`src/rtl/mul_seq_ctrl_if.sv`:
```
// mul_seq_ctrl_if: request/result bundle between the EX stage and the
// multi-cycle multiply sequencer.
//   start_i, ALUCtrl_i  request strobe and ALU control code (3'b111 = mul)
//   data1_i, data2_i    multiplicand / multiplier
//   flush_i             abort an operation in progress
//   stall_o             pipeline stall request
//   busy_o, done_o      RUN indicator, one-cycle completion pulse
//   result_o            low WIDTH bits of the product
// master: pipeline side; slave: sequencer side.
interface mul_seq_ctrl_if #(
  parameter int WIDTH = 32
);
  logic             start_i;
  logic [2:0]       ALUCtrl_i;
  logic [WIDTH-1:0] data1_i;
  logic [WIDTH-1:0] data2_i;
  logic             flush_i;
  logic             stall_o;
  logic             busy_o;
  logic             done_o;
  logic [WIDTH-1:0] result_o;

  modport master (
    output start_i, ALUCtrl_i, data1_i, data2_i, flush_i,
    input  stall_o, busy_o, done_o, result_o
  );

  modport slave (
    input  start_i, ALUCtrl_i, data1_i, data2_i, flush_i,
    output stall_o, busy_o, done_o, result_o
  );
endinterface

```
`src/rtl/mul_seq_ctrl.sv`:
```
// mul_seq_ctrl: iterative shift-add multiplier for the EX stage. Accepts a
// mul request (ALUCtrl_i = 3'b111), runs one shift-add step per cycle and
// returns the low WIDTH bits of the product, stalling the pipeline meanwhile.
// Ports:
//   clk_i  clock, rising edge
//   rst_i  synchronous active-low reset
//   bus    mul_seq_ctrl_if slave modport (request, flush, stall, result)
// Build option: define MUL_EARLY_TERM_EN to finish as soon as the remaining
// multiplier bits are all zero (variable latency, same result).
//
// state   | meaning
// IDLE    | waiting for a mul request
// RUN     | one shift-add step per cycle
// DONE    | result_o valid, done_o pulsed for one cycle
module mul_seq_ctrl #(
  parameter int WIDTH = 32
) (
  input  logic           clk_i,
  input  logic           rst_i,
  mul_seq_ctrl_if.slave  bus
);
  localparam int             CW      = $clog2(WIDTH) + 1;
  localparam logic [CW-1:0]  LAST    = CW'(WIDTH - 1);
  localparam logic [2:0]     ALU_MUL = 3'b111;

  typedef enum logic [1:0] {ST_IDLE, ST_RUN, ST_DONE} state_t;

  state_t           state;
  logic [WIDTH-1:0] mcand;
  logic [WIDTH-1:0] mplier;
  logic [WIDTH-1:0] acc;
  logic [WIDTH-1:0] acc_next;
  logic [WIDTH-1:0] result;
  logic [CW-1:0]    count;
  logic             busy;
  logic             done;
  logic             accept;
  logic             zero_exit;

  assign accept   = (state == ST_IDLE) && bus.start_i && (bus.ALUCtrl_i == ALU_MUL);
  assign acc_next = mplier[0] ? acc + mcand : acc;

`ifdef MUL_EARLY_TERM_EN
  assign zero_exit = (mplier == '0);
`else
  assign zero_exit = 1'b0;
`endif

  // Stall starts combinationally in the accept cycle and drops in DONE so
  // the pipeline advances while result_o is valid.
  assign bus.stall_o  = accept || (state == ST_RUN);
  assign bus.busy_o   = busy;
  assign bus.done_o   = done;
  assign bus.result_o = result;

  always_ff @(posedge clk_i) begin
    if (!rst_i) begin
      state  <= ST_IDLE;
      mcand  <= '0;
      mplier <= '0;
      acc    <= '0;
      count  <= '0;
      result <= '0;
      busy   <= 1'b0;
      done   <= 1'b0;
    end else begin
      case (state)
        ST_IDLE: begin
          done <= 1'b0;
          if (accept) begin
            mcand  <= bus.data1_i;
            mplier <= bus.data2_i;
            acc    <= '0;
            count  <= '0;
            busy   <= 1'b1;
            state  <= ST_RUN;
          end
        end
        ST_RUN: begin
          if (bus.flush_i) begin
            busy  <= 1'b0;
            state <= ST_IDLE;
          end else if (zero_exit) begin
            result <= acc;
            done   <= 1'b1;
            busy   <= 1'b0;
            state  <= ST_DONE;
          end else begin
            acc    <= acc_next;
            mcand  <= mcand << 1;
            mplier <= mplier >> 1;
            count  <= count + 1'b1;
            if (count == LAST) begin
              // final step's accumulate goes straight into the result
              result <= acc_next;
              done   <= 1'b1;
              busy   <= 1'b0;
              state  <= ST_DONE;
            end
          end
        end
        ST_DONE: begin
          done  <= 1'b0;
          state <= ST_IDLE;
        end
        default: begin
          busy  <= 1'b0;
          done  <= 1'b0;
          state <= ST_IDLE;
        end
      endcase
    end
  end
endmodule

```
`src/flat_wrapper.sv`:
```
// flat-port wrapper written by rule: the top's interface ports become plain ports
module mul_seq_ctrl_flat 
#(
  parameter int WIDTH = 32
)
  (clk_i, rst_i, bus_start_i, bus_ALUCtrl_i, bus_data1_i, bus_data2_i, bus_flush_i, bus_stall_o, bus_busy_o, bus_done_o, bus_result_o);
  mul_seq_ctrl_if #(.WIDTH(WIDTH)) bus_i ();
  input  logic clk_i;
  input  logic rst_i;
  input wire logic [$bits(bus_i.start_i)-1:0] bus_start_i;
  input wire logic [$bits(bus_i.ALUCtrl_i)-1:0] bus_ALUCtrl_i;
  input wire logic [$bits(bus_i.data1_i)-1:0] bus_data1_i;
  input wire logic [$bits(bus_i.data2_i)-1:0] bus_data2_i;
  input wire logic [$bits(bus_i.flush_i)-1:0] bus_flush_i;
  output wire logic [$bits(bus_i.stall_o)-1:0] bus_stall_o;
  output wire logic [$bits(bus_i.busy_o)-1:0] bus_busy_o;
  output wire logic [$bits(bus_i.done_o)-1:0] bus_done_o;
  output wire logic [$bits(bus_i.result_o)-1:0] bus_result_o;
  assign bus_i.start_i = bus_start_i;
  assign bus_i.ALUCtrl_i = bus_ALUCtrl_i;
  assign bus_i.data1_i = bus_data1_i;
  assign bus_i.data2_i = bus_data2_i;
  assign bus_i.flush_i = bus_flush_i;
  assign bus_stall_o = bus_i.stall_o;
  assign bus_busy_o = bus_i.busy_o;
  assign bus_done_o = bus_i.done_o;
  assign bus_result_o = bus_i.result_o;
  mul_seq_ctrl #(.WIDTH(WIDTH)) u_core (.clk_i(clk_i), .rst_i(rst_i), .bus(bus_i));
endmodule
```
`config.mk`:
```
export PLATFORM = sky130hd
export DESIGN_NAME = mul_seq_ctrl_flat
export DESIGN_NICKNAME = d
export VERILOG_FILES = /design/src/rtl/mul_seq_ctrl_if.sv /design/src/rtl/mul_seq_ctrl.sv /design/src/flat_wrapper.sv
export SDC_FILE = /design/constraint.sdc
export NUM_CORES = 1
export LEC_CHECK = 0
export ABC_AREA = 0
export BUFFER_PORTS_ARGS = -buffer_cell sky130_fd_sc_hd__buf_2
export CORE_ASPECT_RATIO = 0.7
export CORE_MARGIN = 2
export CORE_UTILIZATION = 54
export CTS_BUF_LIST = sky130_fd_sc_hd__clkbuf_4 sky130_fd_sc_hd__clkbuf_8
export CTS_CLUSTER_SIZE = 30
export DETAILED_ROUTE_END_ITERATION = 16
export PLACE_DENSITY = 0.79
export SLEW_MARGIN = 20
export SYNTH_ARGS = -nofsm -noshare
export SYNTH_HDL_FRONTEND = slang
export SYNTH_SLANG_ARGS = --single-unit
```
`constraint.sdc`:
```
create_clock -name clk_i -period 2.6 [get_ports clk_i]
set_input_delay 0.39 -clock clk_i [delete_from_list [all_inputs] [get_ports clk_i]]
set_output_delay 0.39 -clock clk_i [all_outputs]
set_load 0.05 [all_outputs]
```
==> flow_summary.ini <==
[run_status]
status = finished clean

[timing]
setup_violations = 0
max_slew.worst_pin.slew_ps = 682
rsz0062_at_grt = true
worst_slack_ps = 51.9
fin_worst_skew_ps = 10.4
slew_headroom = 0.543
fmax_ghz = 0.392
maxSlewViolCount = 0
hold_viol_final = 0
hold_slack_ps = 185
layout_min_cycle_time_ps = 2550
fin_crit_sh = 0.980

[route]
vias = 7095
routed_wl_mm = 20.3
drt-wirelength-per-cell_um = 16.9
dr.pass1.iters = 5
route.top_layer_used = met4
drc_errors = 0
wl_met2_mm = 8.81
route.met3.wl_mm = 1.31
avgViaCountPerCell = 5.92
drtAntennaViolNets = 0
met1_length_mm = 9.83
drt_iter0_markers = 546

[clocking]
cts-htree-levels = 4
numClockSinks = 138
cts_buffers = 17
root_buffer = clkbuf_8
clk_latency_ps = 440
cts.clk_slew.worst_paths_ps = 80
cts_buffer_depth = 2
cts_tree = built

[die]
io_pins = 106
dieArea_um2 = 15000
die_h_um = 103
core_um2 = 13800
die_w_um = 145
start_util = 0.548
rows = 36

[global_routing]
grt_overflow = 0
antenna_found_initial = 0
grt_pass1_wl_mm = 32.1
grt_pass1_vias = 6431
grt_usage = 0.264
grt_max_degree = 89

[logic_synthesis]
yosys_register_bits = 138
syn_area_um2 = 7560
synthDistinctLibCells = 59
synth-warning-count = 0
synth_ff_type = dfxtp_1
ys_seq_area_frac = 0.366
syn_nets = 1002
async_flop_share = 0
syn_inst = 898
synth_edf_count = 0
synth_area_per_cell_um2 = 8.42

[setup_path]
cp_max_fo = 3
rr_worst_depth = 11
path_class = reg2reg
start_kind = register
arrival_ps = 2900
end_kind = register
required_ps = 2950

[final_layout]
final_cell_mix = dfxtp_1 (135), nor2_1 (119), buf_2 (105)
layout.cells.most_common = dfxtp_1
antenna_cells = 0
design_area_um2 = 9030
final_nets = 1099
stdcell_count = 1198
syn_to_final_growth_pct = 19.5
post-route-util = 0.655
drive_above_1_share = 0.234

[power]
p_leak_nw = 3.98
vdd_drop_max_mv = 0.390
p_per_area_nw_per_um2 = 495

[placed_design]
dp_slack_ps = -60.2
numPortBuffers = 105
gp_congestion = 0.925
placed_cell_area_um2 = 8410
dpl.hpwl_mm = 13.6
placed_cells = 1163

[run]
maxCapViolations = 0

[worst_hold_path]
holdPathStages = 3
hp-class = in2reg
==> repair_timing <==
item,4_1_cts,5_1_grt
hold endpoints to repair,0,0
pin swaps,0,16
setup buffers,0,3
gates resized for setup,1,44
endpoints found under the setup margin,2,34
hold buffers,0,0
==> state kept, by name (all words and copies together), names as in the netlist <==
name                 flops
u_core.acc              32
u_core.bus.result_o     32
u_core.mcand            32
u_core.mplier           32
u_core.count             6
u_core.state             2
u_core.bus.busy_o        1
u_core.bus.done_o        1
==> worst max-delay path: stages (launching register included) <==
cell      delay (ps)
dfxtp_2          340
ha_4             160
fa_2             430
a211oi_4         340
o21ai_2          120
nand3_2          120
a21oi_2           70
o31ai_1          250
buf_4            160
o21ai_2           60
xnor2_2          140
a311oi_1         250
==> per-stage QoR <==
stage / power (W) / setup TNS (ps)
2_1_floorplan: 0.00249 / 0
3_3_place_gp: 0.00262 / 0
3_5_place_dp: 0.00263 / -60.2
4_1_cts: 0.00448 / 0
5_1_grt: 0.00463 / -144
6_report: 0.00447 / 0
==> report_power, final <==
part / total [W] / switching, W / leakage, nW / internal (W)
logic: 0.000398 / 0.000230 / 2.65 / 0.000168
clock network: 0.00187 / 0.000880 / 0.207 / 0.000993
registers: 0.00220 / 0.0000379 / 1.12 / 0.00216
total: 0.00447 / 0.00115 / 3.98 / 0.00332
==> synthesized netlist by cell type, types with 3 or more instances <==
cell       count  share of area
o21ai_0       42          0.028
o31ai_1        5         0.0050
mux2_2         4         0.0060
inv_1          9         0.0045
nand2b_1       6         0.0050
xor2_1        10          0.012
o21bai_1       9         0.0089
buf_1         10         0.0050
a22oi_1       14          0.014
a311oi_1       4         0.0046
or4_1          3         0.0030
a21oi_1       75          0.050
xnor2_1       15          0.017
a21o_1        18          0.018
nor3_1         8         0.0053
ha_1          32          0.053
nor2_1       122          0.061
or3_1          8         0.0066
nand2_1       67          0.033
a31oi_1       12         0.0099
mux2i_1       70          0.093
clkbuf_1      51          0.025
nand4_1       12         0.0099
a211oi_1      72          0.072
nand3_1       25          0.017
o211ai_1       3         0.0030
and2_1         3         0.0025
buf_2          7         0.0046
dfxtp_1      138           0.37
o2bb2ai_1      3         0.0035
==> final cells by class <==
class	instances	area [µm²]
Clock buffer	19	255
Clock inverter	13	166
Fill cell	1184	4750
Inverter	9	35.0
Multi-Input combinational cell	683	4700
Sequential cell	138	2770
Tap cell	190	238
Timing Repair Buffer	146	871
==> cell families (layout without fill, tap and decap cells) <==
kind of cell | Yosys count | count (layout) | synth area share
mux | 74 | 74 | 0.0987
simple gates | 267 | 267 | 0.157
fa+ha+maj | 33 | 33 | 0.0556
compound gates | 284 | 284 | 0.255
flops | 138 | 138 | 0.366
xor+xnor | 25 | 25 | 0.0290
buf+inv | 77 | 187 | 0.0394
==> final timing paths <==
check / start / endpoint / slack, ps
worst max register to register: u_core.mcand[0]$_SDFFE_PN0P_ / u_core.bus.result_o[30]$_SDFFE_PN0P_ / 50
worst min-delay path: bus_data2_i[31] / u_core.mplier[31]$_SDFFE_PN0P_ / 180
worst min register to register: u_core.bus.result_o[9]$_SDFFE_PN0P_ / u_core.bus.result_o[9]$_SDFFE_PN0P_ / 460
worst max-delay path: u_core.mcand[0]$_SDFFE_PN0P_ / u_core.bus.result_o[30]$_SDFFE_PN0P_ / 50
==> metal layers <==
metal / up-vias / track usage
met5: - / 0
met1: 3323 / 0.375
met3: 34 / 0.0588
met4: 0 / 0.0747
li1: 3497 / -
met2: 241 / 0.408
No activity file was read; power rests on OpenSTA's default activity.
